==> config.mk <==
export PLATFORM = sky130hd
export DESIGN_NAME = alu_rr_sched
export DESIGN_NICKNAME = d
export VERILOG_FILES = /design/src/rtl/alu_rr_sched.sv
export SDC_FILE = /design/constraint.sdc
export NUM_CORES = 1
export LEC_CHECK = 0
export ABC_AREA = 1
export CAP_MARGIN = 20
export CORE_MARGIN = 3
export CORE_UTILIZATION = 40
export DETAILED_ROUTE_END_ITERATION = 8
export PLACE_DENSITY = 0.7
export SLEW_MARGIN = 30
export SYNTH_ARGS = -nofsm -noshare
export SYNTH_HDL_FRONTEND = slang
export SYNTH_SLANG_ARGS = --single-unit
==> constraint.sdc <==
create_clock -name clk -period 11.07 [get_ports clk]
set_clock_uncertainty 0.15 [all_clocks]
set_input_delay 2.214 -clock clk [delete_from_list [all_inputs] [get_ports clk]]
set_output_delay 2.214 -clock clk [all_outputs]
set_load 0.03 [all_outputs]
==> src/rtl/alu_rr_sched.sv <==
// alu_rr_sched: shares one W-bit ALU among NREQ requesters with round-robin grants
// and a single registered result stage that can be stalled by the consumer.
module alu_rr_sched #(
  parameter int W    = 16,
  parameter int NREQ = 4,
  parameter int IDW  = 2
) (
  input  logic              clk,
  input  logic              rst_n,
  input  logic              en,
  input  logic [NREQ-1:0]   req_valid,
  input  logic [3*NREQ-1:0] req_op,
  input  logic [W*NREQ-1:0] req_a,
  input  logic [W*NREQ-1:0] req_b,
  output logic [NREQ-1:0]   req_ready,
  output logic              rsp_valid,
  input  logic              rsp_ready,
  output logic [IDW-1:0]    rsp_id,
  output logic [W-1:0]      rsp_z,
  output logic [4:0]        rsp_flags,
  output logic              rsp_err
);
  logic [IDW-1:0] ptr, gid;
  logic           acc, carry, ovf, err;
  logic [2:0]     op;
  logic [W-1:0]   x, y, z;
  logic [W:0]     sum, dif;

  // Scan downward so the requester closest after ptr is the last match and wins.
  function automatic logic [IDW-1:0] pick(input logic [NREQ-1:0] v, input logic [IDW-1:0] p);
    pick = p;
    for (int k = NREQ; k >= 1; k--)
      if (v[(int'(p) + k) % NREQ]) pick = IDW'((int'(p) + k) % NREQ);
  endfunction

  assign gid       = pick(req_valid, ptr);
  assign acc       = rst_n & en & (|req_valid) & (~rsp_valid | rsp_ready);
  assign req_ready = acc ? ({{(NREQ-1){1'b0}}, 1'b1} << gid) : '0;
  assign op        = req_op[3*gid +: 3];
  assign x         = req_a[W*gid +: W];
  assign y         = req_b[W*gid +: W];
  assign sum       = {1'b0, x} + {1'b0, y};
  assign dif       = {1'b0, x} - {1'b0, y};

  always_comb begin
    z     = '0;
    carry = 1'b0;
    ovf   = 1'b0;
    err   = 1'b0;
    case (op)
      3'b000: begin
        z     = sum[W-1:0];
        carry = sum[W];
        ovf   = (x[W-1] == y[W-1]) & (z[W-1] != x[W-1]);
      end
      3'b001: begin
        z     = dif[W-1:0];
        carry = dif[W];
        ovf   = (x[W-1] != y[W-1]) & (z[W-1] != x[W-1]);
      end
      3'b010:  z = x & y;
      3'b011:  z = x | y;
      3'b100:  z = x ^ y;
      3'b101:  z = ~x;
      3'b110:  z = x;
      default: err = 1'b1;
    endcase
  end

  always_ff @(posedge clk or negedge rst_n)
    if (!rst_n) begin
      ptr       <= IDW'(NREQ - 1);
      rsp_valid <= 1'b0;
      rsp_id    <= '0;
      rsp_z     <= '0;
      rsp_flags <= '0;
      rsp_err   <= 1'b0;
    end else if (acc) begin
      ptr       <= gid;
      rsp_valid <= 1'b1;
      rsp_id    <= gid;
      rsp_z     <= z;
      rsp_flags <= {z[W-1], ~|z, carry, ~^z, ovf};
      rsp_err   <= err;
    end else if (rsp_ready) begin
      rsp_valid <= 1'b0;
    end
endmodule
# Yosys cells after proc, flatten, opt, wreduce, memory -nomap -nowiden
# Index checks and enable logic that the tools add are counted.
op_classes:
  addsub: 6
  n_mul: 1
  order_cmp: 4
  eq_ne: 10
  shifts: 4
  muxes: 23
  n_bitwise: 15
  n_reduce_logical: 11
ops:
  columns: ["op", "count"]
  rows:
  - ["64-bit by 7-bit indexed part select with 16-bit output", 2]
  - ["16-bit case mux with 7 select lines", 1]
  - ["16-bit by 16-bit adder with 17-bit output", 1]
  - ["16-bit by 16-bit subtractor with 17-bit output", 1]
  - ["16-bit bitwise AND", 1]
  - ["3-bit by 4-bit < comparator with 1-bit output, second input constant", 4]
  - ["16-bit inverter", 1]
  - ["16-bit OR", 1]
  - ["16-bit OR reduction", 1]
  - ["16-bit XNOR reduction", 1]
  - ["16-bit XOR", 1]
  - ["12-bit by 5-bit indexed part select with 3-bit output", 1]
  - ["1-bit two-way mux", 11]
  - ["3-bit == test, second input constant", 3]
  - ["1-bit binary-select mux with 2-bit select", 4]
  - ["2-bit two-way mux", 4]
  - ["2-bit OR reduction", 4]
  - ["7-bit OR reduction", 1]
  - ["3-bit by 2-bit == test with 1-bit output, second input constant", 2]
  - ["1-bit bitwise AND", 5]
  - ["2-bit by 1-bit adder with 2-bit output, second input constant", 2]
  - ["2-bit adder, second input constant", 2]
  - ["1-bit bitwise AND, first input constant", 4]
  - ["2-bit by 2-bit multiplier with 4-bit output, first input constant", 1]
  - ["12 further kinds", 15]
word_totals:
  register_bits: 27

# Logic depth before layout (Yosys ltp)
logic_depth:
  ltp_word: 16
  depth_mapped: 41
  ltp_nobuf: 38

# Worst setup path after synthesis
# OpenSTA, ideal clock, no wires.
synth_path:
  path_kind: "input-to-reg"
  from: "input port req_valid[3]"
  to: "register rsp_flags[1]"
  t_arrival_ps: 6515
  required_time_ps: 10783
  path_slack_ps: 4269
  stages: 39
  path_cell_list: "inv_1 -> nand2_1 -> nand3_1 -> nand2_1 -> inv_1 -> nand2_2 -> nand2_2 -> nand2_4 -> nand2_4 -> buf_6 -> nand2_4 -> buf_4 -> buf_2 -> o22ai_1 -> nor2_1 -> o21a_1 -> ha_1 -> fa_1 -> [... 3 more ...] -> o21ai_0 -> nand2_1 -> nand2_1 -> nand3_1 -> nand2_1 -> a21boi_0 -> inv_1 -> nand2_1 -> inv_1 -> o21ai_0 -> nand3_1 -> nand3_1 -> inv_1 -> ha_1 -> xor2_1 -> xor2_1 -> xnor2_1 -> o21ai_0"
synth_via:
  elab_chain_len: 12
  elab_cells_between_ends: 38
  cone_classes: "add/sub: 2; mul: 1; eq/ne: 6; shift: 3; mux: 17; bitwise: 6; reduce/logical: 3"
synth_lines:
  columns: ["item", "line_no", "rtl"]
  rows:
  - ["start, declared", "11", "input logic [NREQ-1:0] req_valid,"]
  - ["branches (longest 12 deep; another with 16-bit by 16-bit subtractor with 17-bit output)", null, null]
  - ["end signal, assigned", "83", "rsp_flags <= {z[W-1], ~|z, carry, ~^z, ovf};"]
  - ["end, declared", "20", "output logic [4:0] rsp_flags,"]
# Parallel ways; which one is timed is not known. The select of a mux whose other input is x is not followed.
# A chain may end at the register's enable or synchronous reset.

# Worst setup path in the final report
layout_path:
  from: "input port req_valid[0]"
  to: "register rsp_flags[1]"
# Same word-level chain as after synthesis.

==> flow_summary.json <==
{
  "core_area_um2": 12300,
  "routabilityCongestion": 0.990,
  "cell_with_the_biggest_individual_delay_on_the_critical_path": "sky130_fd_sc_hd__nor2_2",
  "post_route_cells_drive_above_1_share": 0.0650,
  "tritoncts.num_buffers": 3,
  "cts-root-buf": "sky130_fd_sc_hd__clkbuf_16",
  "minimum_clock_period_after_layout_ns": 8.08,
  "clock.fmax_mhz": 124,
  "critPathMostFrequentCell": "sky130_fd_sc_hd__nand2_1",
  "die_h_um": 120,
  "path_delay_family": "simple AND/OR/NAND/NOR gates",
  "slew_headroom": 0.449,
  "total_wire_length_um": 17700,
  "maxCapViolations": 0,
  "num_vias": 6061,
  "min_delay_path_depth": 2,
  "grt_first_pass_wirelength_um": 28800,
  "cts_hold_buf": 0,
  "worst_setup_path_end_kind": "flip-flop",
  "dieArea_um2": 14400,
  "crit_path_max_incr_delay_ns": 0.53,
  "finalSetupViolCount": 0,
  "ios": 177,
  "antenna_found_initial": 0,
  "synth_ff_type": "sky130_fd_sc_hd__dfrtp_1",
  "hold_path.class": "flip-flop to flip-flop",
  "seq_area_frac_synth": 0.126,
  "grt_remaining_overflow": 0,
  "antennaDiodeCount": 0,
  "reg2reg_depth": 37,
  "fin_tns_setup_ns": 0,
  "clock-sinks": 26,
  "clock_path_buffers": 2,
  "setup_repair_after_global_routing_missed_its_margin": "false",
  "path_clk_slew_ns": 0.06,
  "timing.hold.worst_endpoint": "rsp_id[0]",
  "worst_ep_arrival_time_ns": 8.04,
  "final-hold-violation-count": 0,
  "setup.worst_path.start_class": "input port",
  "global_route.usage.total": 0.244,
  "ff2ff_setup_slack_ns": 4.72,
  "hpwl_um": 14700,
  "crit_required_ns": 11.04,
  "finalMaxSlewViolations": 0,
  "grt_start_max_net_pins": 31,
  "yosys-top-cells-area": "sky130_fd_sc_hd__nand2_1, sky130_fd_sc_hd__ha_1, sky130_fd_sc_hd__dfrtp_1",
  "min_period_over_period": 0.730,
  "syn_nets": 1067,
  "worstSetupPathType": "input port to flip-flop",
  "worstSkewPairLatency_ns": 0.26,
  "cts_tree": "built",
  "worst_pin_slew_ns": 0.818,
  "outcome": "finished, final reports clean",
  "postSynthAreaPerCell_um2": 6.01,
  "detailedRoute.firstPassIterationCount": 5,
  "r2r_end": "rsp_flags[1]",
  "syn_to_final_growth_pct": 36.8,
  "port-buffer-count": 176,
  "antenna_violating_nets_post_route": 0,
  "worst_hold_startpoint": "rsp_id[0]",
  "mappedNetlistArea_um2": 5180,
  "h_tree_depth": 1,
  "synth_top_cells_by_count": "sky130_fd_sc_hd__nand2_1, sky130_fd_sc_hd__inv_1, sky130_fd_sc_hd__nor2_1, sky130_fd_sc_hd__ha_1, sky130_fd_sc_hd__nand3_1",
  "drcViolationCount": 0,
  "post-synth-top-count-cell": "sky130_fd_sc_hd__nand2_1",
  "ys_async_sr_fraction": 1.00,
  "netlist-cell-type-count": 53,
  "layout.nets": 1222,
  "synthesis.yosys.warnings": 0,
  "first_global_vias": 5762,
  "worst-path-max-fanout": 22,
  "yosysTopAreaCell": "sky130_fd_sc_hd__nand2_1",
  "synth_edf_count": 0,
  "route.detailed.vias_per_inst": 5.12,
  "std_cell_rows": 40,
  "chipWidth_um": 120,
  "drt-initial-drc-count": 430,
  "initial_standard_cell_utilization_of_the_core": 0.421,
  "syn_inst": 862,
  "post-synth-top-area-fraction": 0.163,
  "synth_seq_cells": 26,
  "routedWlPerCell_um": 15.0,
  "post-cts-setup-buffers": 0,
  "worstPathBufferInverterCount": 5,
  "ctsResizeCount": 0,
  "reg2reg_from": "ptr[0]"
}
==> worst min-delay path: stages (launching register included) <==
cell and delay, ns:
sky130_fd_sc_hd__dfrtp_1 0.34, sky130_fd_sc_hd__nand2_1 0.06, sky130_fd_sc_hd__nand2_1 0.05
==> registers in the layout, indices dropped and copies added (netlist names) <==
| name | flops |
|---|---|
| rsp_z | 16 |
| rsp_id | 2 |
| ptr | 2 |
| rsp_valid | 1 |
| rsp_err | 1 |
| rsp_flags | 4 |
==> kinds of logic after synthesis <==
family / Yosys count / synth area share
compound gates: 149 / 0.176
flops: 26 / 0.126
buf+inv: 154 / 0.126
fa+ha+maj: 57 / 0.141
simple gates: 457 / 0.400
xor+xnor: 19 / 0.0321
==> cell type report <==
| class | instances | area [µm²] |
|---|---|---|
| sequential | 26 | 653 |
| clock buffer | 4 | 88.8 |
| inverter | 126 | 480 |
| tap | 168 | 210 |
| multi-input combinational | 682 | 3880 |
| fill | 1313 | 5220 |
| timing repair buffer | 178 | 1780 |
==> routing by layer <==
layer,vias to the layer above,GRT usage,part of all wire
li1,3109,-,-
met1,2680,0.329,0.44
met2,248,0.415,0.46
met3,24,0.0297,0.073
met4,0,0.0623,0.022
met5,-,0,0
==> cell usage in the layout, fill, tap and decap left out, types with 4 or more instances in the layout <==
master	Yosys	routed
sky130_fd_sc_hd__nand3_2	6	6
sky130_fd_sc_hd__a21oi_1	37	37
sky130_fd_sc_hd__inv_2	8	9
sky130_fd_sc_hd__nand2_1	225	225
sky130_fd_sc_hd__dfrtp_1	24	24
sky130_fd_sc_hd__nand3_1	55	55
sky130_fd_sc_hd__nor3_1	10	10
sky130_fd_sc_hd__inv_1	116	115
sky130_fd_sc_hd__a22oi_1	8	8
sky130_fd_sc_hd__nor2_1	102	102
sky130_fd_sc_hd__o21ai_0	27	27
sky130_fd_sc_hd__nand4_1	15	15
sky130_fd_sc_hd__clkdlybuf4s50_1	0	176
sky130_fd_sc_hd__o22ai_1	29	29
sky130_fd_sc_hd__xor2_1	15	15
sky130_fd_sc_hd__or2_2	4	4
sky130_fd_sc_hd__ha_1	55	55
sky130_fd_sc_hd__nand2_4	5	5
sky130_fd_sc_hd__xnor2_1	4	4
sky130_fd_sc_hd__o21a_1	16	16
sky130_fd_sc_hd__o21ai_1	12	12
sky130_fd_sc_hd__nand2_2	16	16
==> metrics by stage <==
stage / hold WS [ns] / instance area [µm²] / setup slack [ns] / instances / util
final: 0.329 / 7090 / 2.99 / 1184 / 0.576
after global routing: 0.344 / 7090 / 2.34 / 1184 / 0.576
after CTS: 0.334 / 7090 / 3.05 / 1184 / 0.576
after detailed placement: 0.316 / 7000 / 2.79 / 1180 / 0.568
after global placement: 0.312 / 7000 / 2.95 / 1180 / 0.568
after floorplan: 0.408 / 5180 / 4.27 / 862 / -
==> worst max-delay path by stage <==
stage	startpoint	to	slack [ns]	depth (start not counted)
after floorplan	req_valid[3]	rsp_flags[1]	4.27	39
after global placement	req_valid[3]	rsp_flags[1]	2.95	38
after detailed placement	req_valid[0]	rsp_flags[1]	2.79	36
after CTS	req_valid[0]	rsp_flags[1]	3.05	36
after global routing	req_valid[1]	rsp_flags[1]	2.34	37
final	req_valid[0]	rsp_flags[1]	2.99	36
Power is left out: the tool's default activity adds up to more than one toggle a clock period on the data nets, which glitch-free logic cannot reach.
